<file path="src/rtl/regfile_scoreboard_pkg.sv">
// Shared sizing defaults for the register file / scoreboard slice.
package regfile_scoreboard_pkg;

    localparam int RF_DSIZE = 16;
    localparam int RF_ASIZE = 4;
    localparam int RF_NREG  = 1 << RF_ASIZE;

    localparam int RF_WPORTS = 2;
    localparam int RF_RPORTS = 2;

endpackage

</file>
<file path="src/rtl/regfile_busy.sv">
// Busy (scoreboard) vector: per-register outstanding-write flags with issue set,
// writeback clear and flush.
module regfile_busy
    import regfile_scoreboard_pkg::*;
#(
    parameter int ASIZE    = RF_ASIZE,
    parameter int NREG     = RF_NREG,
    parameter bit ZERO_REG = 1'b0
) (
    input  logic                             clk,
    input  logic                             rst,
    input  logic                             set_en,
    input  logic [ASIZE-1:0]                 set_addr,
    input  logic [RF_WPORTS-1:0]             clr_en,
    input  logic [RF_WPORTS-1:0][ASIZE-1:0]  clr_addr,
    input  logic                             flush,
    output logic [NREG-1:0]                  busy_vec
);

    logic [NREG-1:0] busy_nxt;

    // Order matters: flush, then writeback clears, then issue set, so a new
    // producer issued in the same cycle always ends up marked busy.
    always_comb begin
        busy_nxt = flush ? '0 : busy_vec;
        for (int k = 0; k < RF_WPORTS; k++) begin
            if (clr_en[k]) busy_nxt[clr_addr[k]] = 1'b0;
        end
        if (set_en) busy_nxt[set_addr] = 1'b1;
        if (ZERO_REG) busy_nxt[0] = 1'b0;
    end

    always_ff @(posedge clk or posedge rst) begin
        if (rst) busy_vec <= '0;
        else     busy_vec <= busy_nxt;
    end

endmodule

</file>
<file path="src/rtl/regfile_scoreboard.sv">
// Two-write / two-read flop register file with writeback bypass and a busy
// scoreboard; port 1 (ALU writeback) has priority over port 0.
module regfile_scoreboard
    import regfile_scoreboard_pkg::*;
#(
    parameter int DSIZE    = RF_DSIZE,
    parameter int ASIZE    = RF_ASIZE,
    parameter bit ZERO_REG = 1'b0
) (
    input  logic                   clk,
    input  logic                   rst,
    input  logic                   wen0,
    input  logic [ASIZE-1:0]       waddr0,
    input  logic [DSIZE-1:0]       wdata0,
    input  logic                   wen1,
    input  logic [ASIZE-1:0]       waddr1,
    input  logic [DSIZE-1:0]       wdata1,
    input  logic [ASIZE-1:0]       raddr1,
    input  logic [ASIZE-1:0]       raddr2,
    output logic [DSIZE-1:0]       rdata1,
    output logic [DSIZE-1:0]       rdata2,
    output logic                   rbusy1,
    output logic                   rbusy2,
    input  logic                   iss_en,
    input  logic [ASIZE-1:0]       iss_addr,
    input  logic                   flush,
    output logic [(1<<ASIZE)-1:0]  busy_vec
);

    localparam int NREG = 1 << ASIZE;

    logic [RF_WPORTS-1:0]            wen;
    logic [RF_WPORTS-1:0][ASIZE-1:0] waddr;
    logic [RF_WPORTS-1:0][DSIZE-1:0] wdata;
    logic [RF_RPORTS-1:0][ASIZE-1:0] raddr;
    logic [RF_RPORTS-1:0][DSIZE-1:0] rdata_v;
    logic [RF_RPORTS-1:0]            rbusy_v;
    logic [DSIZE-1:0]                regs [NREG];

    assign wen   = {wen1, wen0};
    assign waddr = {waddr1, waddr0};
    assign wdata = {wdata1, wdata0};
    assign raddr = {raddr2, raddr1};

    assign rdata1 = rdata_v[0];
    assign rdata2 = rdata_v[1];
    assign rbusy1 = rbusy_v[0];
    assign rbusy2 = rbusy_v[1];

    for (genvar g = 0; g < NREG; g++) begin : g_reg
        if (ZERO_REG && g == 0) begin : g_zero
            assign regs[g] = '0;
        end else begin : g_flop
            always_ff @(posedge clk or posedge rst) begin
                if (rst)
                    regs[g] <= '0;
                else if (wen[1] && waddr[1] == ASIZE'(g))
                    regs[g] <= wdata[1];
                else if (wen[0] && waddr[0] == ASIZE'(g))
                    regs[g] <= wdata[0];
            end
        end
    end

    for (genvar p = 0; p < RF_RPORTS; p++) begin : g_rd
        logic [DSIZE-1:0] rd;
        logic             hit0, hit1, zero_rd;

        assign hit0    = wen[0] && (waddr[0] == raddr[p]);
        assign hit1    = wen[1] && (waddr[1] == raddr[p]);
        assign zero_rd = ZERO_REG && (raddr[p] == '0);

        always_comb begin
            rd = regs[raddr[p]];
            if (hit0) rd = wdata[0];
            if (hit1) rd = wdata[1];
            if (zero_rd) rd = '0;
        end

        // A writeback landing this cycle is forwarded, so the operand is ready.
        assign rdata_v[p] = rd;
        assign rbusy_v[p] = busy_vec[raddr[p]] && !hit0 && !hit1 && !zero_rd;
    end

    regfile_busy #(
        .ASIZE    (ASIZE),
        .NREG     (NREG),
        .ZERO_REG (ZERO_REG)
    ) u_busy (
        .clk      (clk),
        .rst      (rst),
        .set_en   (iss_en),
        .set_addr (iss_addr),
        .clr_en   (wen),
        .clr_addr (waddr),
        .flush    (flush),
        .busy_vec (busy_vec)
    );

endmodule

</file>
<file path="config.mk">
export PLATFORM = sky130hd
export DESIGN_NAME = regfile_scoreboard
export DESIGN_NICKNAME = d
export VERILOG_FILES = /design/src/rtl/regfile_scoreboard_pkg.sv /design/src/rtl/regfile_busy.sv /design/src/rtl/regfile_scoreboard.sv
export SDC_FILE = /design/constraint.sdc
export NUM_CORES = 1
export LEC_CHECK = 0
export BUFFER_PORTS_ARGS = -buffer_cell sky130_fd_sc_hd__buf_4
export CAP_MARGIN = 20
export CORE_ASPECT_RATIO = 0.8
export CORE_MARGIN = 10
export CORE_UTILIZATION = 45
export DETAILED_ROUTE_END_ITERATION = 16
export GPL_ROUTABILITY_DRIVEN = 0
export PLACE_DENSITY_LB_ADDON = 0.08
export SLEW_MARGIN = 20
export SYNTH_ARGS = -nofsm -noshare
export SYNTH_HDL_FRONTEND = slang
export SYNTH_HIERARCHICAL = 1
export SYNTH_SLANG_ARGS = --single-unit
</file>
<file path="constraint.sdc">
create_clock -name clk -period 10.2 [get_ports clk]
set_clock_uncertainty 0.2 [all_clocks]
set_input_delay 1.02 -clock clk [delete_from_list [all_inputs] [get_ports clk]]
set_output_delay 1.02 -clock clk [all_outputs]
set_load 0.05 [all_outputs]
</file>
# After elaboration in Yosys (flattened, before gate mapping)
# Cells that the tools add are included.
# totals
out_inout_bits,50
register_bits,272
in_bits,58
wordCells,189
# classes
n_eq_ne,34
bitwise,7
mux,56
n_lt_le_gt_ge,10
n_reduce_logical,65
# op_table
op,n
two-way mux 16 bit,44
binary-select mux 16 bit (select 4 bit),2
"equality test 4 bit, second input constant",16
logical AND 1 bit,43
AND 16 bit,2
"equality test 4 x 3 -> 1 bit, second input constant",8
NOT 16 bit,2
nonzero test 2 bit,16
"less-than comparator 4 x 5 -> 1 bit, second input constant",5
"equality test 4 x 2 -> 1 bit, second input constant",4
equality test 4 bit,4
OR 16 bit,1
demux 1 bit (select 4 bit),3
"greater-or-equal comparator 4 x 1 -> 1 bit, second input constant",3
"greater-or-equal comparator 5 bit, second input constant",2
NOT 4 -> 5 bit,2
binary-select mux 1 bit (select 4 bit),2
"equality test 4 x 1 -> 1 bit, second input constant",2
logical NOT 4 bit,2
two-way mux 1 bit,5
logical NOT 1 bit,4

# Longest topological paths before layout
# logic_depth
ltp_word,11
ltp_mapped,8
mapped_depth_nobuf,5

# Modules after synthesis
# Netlist, hierarchy kept.
# modules_own_cells
module,area_per_inst_um2,cells_per_inst,instances,seq_area_each_um2
regfile_scoreboard,17464.2,1653,1,6406.1
regfile_busy,872.1,89,1,400.4

# Worst setup path before layout
# OpenSTA, ideal clock, no wires.
# synth_path
kind,input to output
start,input raddr2[1]
end,output rbusy2
path_buffers,3
required_time_ps,8980
cell_stages,6
arrival_ps,3034
slack_ps,5946
cell_sequence,buf_6 buf_6 clkbuf_8 mux4_2 mux4_2 nor3b_1
# synth_between
elab_chain_len,5
elab_cells_between_ends,10
classes_between,eq/ne: 2; mux: 2; reduce/logical: 6
# synth_lines
item,line_no,source
"start, declared",regfile_scoreboard.sv:19,"input logic [ASIZE-1:0] raddr2,"
branches (longest 4 deep; another with binary-select mux 1 bit (select 4 bit)),n/a,
logical AND 1 bit (*),regfile_scoreboard.sv:82,assign rbusy_v[p] = busy_vec[raddr[p]] && !hit0 && !hit1 && !zero_rd;
"end, declared",regfile_scoreboard.sv:23,"output logic rbusy2,"
# Mark *: on every way between the ends. The select of a mux whose other input is x is not followed.

# Final worst setup path
# layout_path
start,input raddr2[3]
end,output rdata2[11]
# layout_between
elab_chain_len,6
elab_cells_between_ends,10
classes_between,eq/ne: 2; mux: 5; bitwise: 1; reduce/logical: 2
# layout_lines
item,line_no,source
NOT 4 -> 5 bit (not written as such),regfile_scoreboard.sv:74,rd = regs[raddr[p]];
binary-select mux 16 bit (select 4 bit),regfile_scoreboard.sv:74,
two-way mux 16 bit (not written as such) (2 in a row),regfile_scoreboard.sv:74,
two-way mux 16 bit,regfile_scoreboard.sv:75,if (hit0) rd = wdata[0];
two-way mux 16 bit (*),regfile_scoreboard.sv:76,if (hit1) rd = wdata[1];
"end, declared",regfile_scoreboard.sv:21,"output logic [DSIZE-1:0] rdata2,"
# Every way passes the cells marked *; elsewhere a longest branch is shown, timed or not. The select of a mux whose other input is x is not followed.

==> flow_summary_export.csv <==
group,metric,value,unit
route,postRouteWirelength,68.1,mm
worst_setup_path,path_max_fanout,49,
layout,fin_util,49.6,%
sta,fin_crit_sh,52.2,%
sta,worstMarginPinSlew,1.23,ns
logic_synthesis,synth_area_leaders,"dfrtp_1 37%, mux2i_1 15%, mux4_2 14%",
worst_setup_path,worst_setup_path_end_kind,"output pin",
floorplanning,dieHeight,201,um
route,drt_iter0_drc,1819,
cts,cts_setup_buffers,0,
route,ant_nets,0,
cts,clk_pin_slew_worst_paths,0.06,ns
placed_design,dp.cells,2234,
logic_synthesis,synth.largest_area_cell,"dfrtp_1",
route,post-route-drc-count,0,
logic_synthesis,post-synth-top-count-cell,"mux2i_1",
floorplanning,initial_core_util,45.3,%
cts,post_cts_resized,0,
logic_synthesis,syn_inst,1742,
route,viasPerCell,6.38,
logic_synthesis,synth_edf_count,0,
worst_setup_path,timing_worst_setup_path_type,"input port to output pin",
layout,drive_gt1_share,22.0,%
sta,tns,0,ns
worst_setup_path,critical_path_required,8.98,ns
placed_design,numPortBuffers,107,
placed_design,dpl_worst_slack,4.94,ns
pwr,seqPwrFrac,40.0,%
floorplanning,row_count,66,
grt,grt_pass1_vias,14000,
logic_synthesis,yosysWarnings,6,
pwr,power_density,195,nW/um^2
logic_synthesis,syn_nets,1800,
worst_setup_path,cp.arrival,4.10,ns
layout,layout.cells.non_filler,2291,
logic_synthesis,synth-main-ff-cell,"dfrtp_1",
layout,stdcell_area,20100,sq um
grt,antenna_found_initial,6,
sta,fmax,188,MHz
floorplanning,coreArea,40500,sq um
layout,num-fill-cells,3719,
grt,grt_max_degree,168,
pwr,clkPwrFrac,30.3,%
route,post_drt_wl_per_cell,29.7,um
pwr,switchingPower,1.30,mW
cts,cts_tree,"yes",
floorplanning,die_w,246,um
worst_setup_path,startpoint_type,"input port",
sta,final_max_slew_viol_count,0,
placed_design,dp_hpwl,41.3,mm
pwr,intPower,2.60,mW
cts,root_buffer,"clkbuf_16",
layout,regArea,6810,sq um
grt,grt-ovfl-total,0,
cts,clkLatencyLatePin,0.57,ns
logic_synthesis,async_flop_share,100,%
floorplanning,io_pins,108,
logic_synthesis,synth_seq_area_share,37.1,%
layout,multi_input_area,10300,sq um
cts,clkSinkCount,272,
route,first_pass_iters,5,
cts,htreeDepth,1,
logic_synthesis,ys_types,51,
pwr,swShare,33.3,%
layout,syn_to_final_growth,9.40,%
logic_synthesis,synthTopCellsByCount,"273 x mux2i_1, 272 x dfrtp_1, 205 x nor2_1",
sta,layout_setup_ws,4.88,ns
cts,cts-buffers-inserted,30,
pwr,pwr-share-comb,29.7,%
logic_synthesis,synth_top_area_share,37.1,%
sta,rsz0062_at_grt,"no",
grt,grt_usage,27.0,%
hold_path,hold_path_class,"input port to asynchronous set/reset pin",
pwr,cellLeakagePower,8.30,nW
logic_synthesis,ys_ff_latch,272,
sta,finalCriticalPeriod,5.32,ns
grt,grt_pass1_wl,99.7,mm
floorplanning,die-area,49300,sq um
sta,maxSlewHeadroom,17.7,%
cts,cts_buffer_depth,3,
sta,finalSetupViolCount,0,
sta,hold_viol_final,0,
pwr,total_power,3.91,mW
logic_synthesis,synth_area_per_cell,10.5,sq um
logic_synthesis,mappedNetlistArea,18300,sq um
layout,nNetsFinal,1780,
route,vias,14600,
placed_design,place_area,19000,sq um
cts,cts_hold_buf,0,
flow_run,maxCapViolCount,0,
sta,whs,0.331,ns
worst_setup_path,worst_r2r_path_depth,2,
pwr,ir_drop,0.147,mV
status,status,"finished clean",
## logic make-up after synthesis
kind of cell,count (synthesis),synth area share (%)
xor+xnor,16,0.764
flops,272,37.1
mux,425,31.9
compound gates,384,12.5
buf+inv,214,7.06
simple gates,431,10.6
## cell usage in the layout, fill, tap and decap left out, types with 19 or more instances in the layout
cell type,count
a22oi_1,30
dfrtp_1,272
mux2i_1,273
mux4_2,114
and2_1,19
mux2_2,30
nor2_1,194
buf_4,144
nand2_1,127
o22ai_1,29
a21oi_1,161
o21ai_0,110
clkbuf_16,31
## layout make-up
cell class                      instances  share of cell area, %
Multi-Input combinational cell       1256                   51.6
Sequential cell                       272                   33.9
Timing Repair Buffer                  146                   5.55
Clock buffer                           45                   4.33
Tap cell                              544                   3.39
Clock inverter                          9                  0.861
Inverter                               16                  0.337
Antenna cell                            3                 0.0374
## per-layer routing
| layer | routed length (um) | up-vias | track usage [%] |
|---|---|---|---|
| met4 | 1790 | 6 | 6.93 |
| met3 | 7290 | 123 | 8.94 |
| li1 | - | 6378 | - |
| met1 | 29300 | 7323 | 37.8 |
| met2 | 29700 | 780 | 39.2 |
| met5 | 43 | - | 0 |
## worst paths after layout
path,start,to,slack (ns)
setup / recovery,raddr2[3],rdata2[11],4.88
hold / removal,rst,regs[188],0.33
setup reg to reg,u_busy/busy_vec[4],u_busy/busy_vec[4],9.11
hold reg to reg,u_busy/busy_vec[15],u_busy/busy_vec[15],0.39
max in group asynchronous,rst,regs[14],8.01
min in group clk,u_busy/busy_vec[15],u_busy/busy_vec[15],0.39
## sequential cells by signal (all words and copies together), names as in the netlist
signal and flops:
regs 256, u_busy/busy_vec 16
## power groups by stage
stage / clock, mW / combinational [mW] / sequential [mW]
after floorplan: 0 / 0.886 / 1.49
after global placement: 0 / 1.13 / 1.55
after detailed placement: 0 / 1.15 / 1.56
after CTS: 1.20 / 1.15 / 1.55
after global routing: 1.24 / 1.25 / 1.59
final: 1.18 / 1.16 / 1.56
## worst max-delay path, stage by stage
cell	delay [ns]
buf_4	0.50
buf_4	0.74
mux4_2	0.61
o22ai_1	0.16
nor3_1	0.08
or4_1	0.52
o221a_2	0.15
buf_4	0.20
Power figures use the tool's default switching activity.
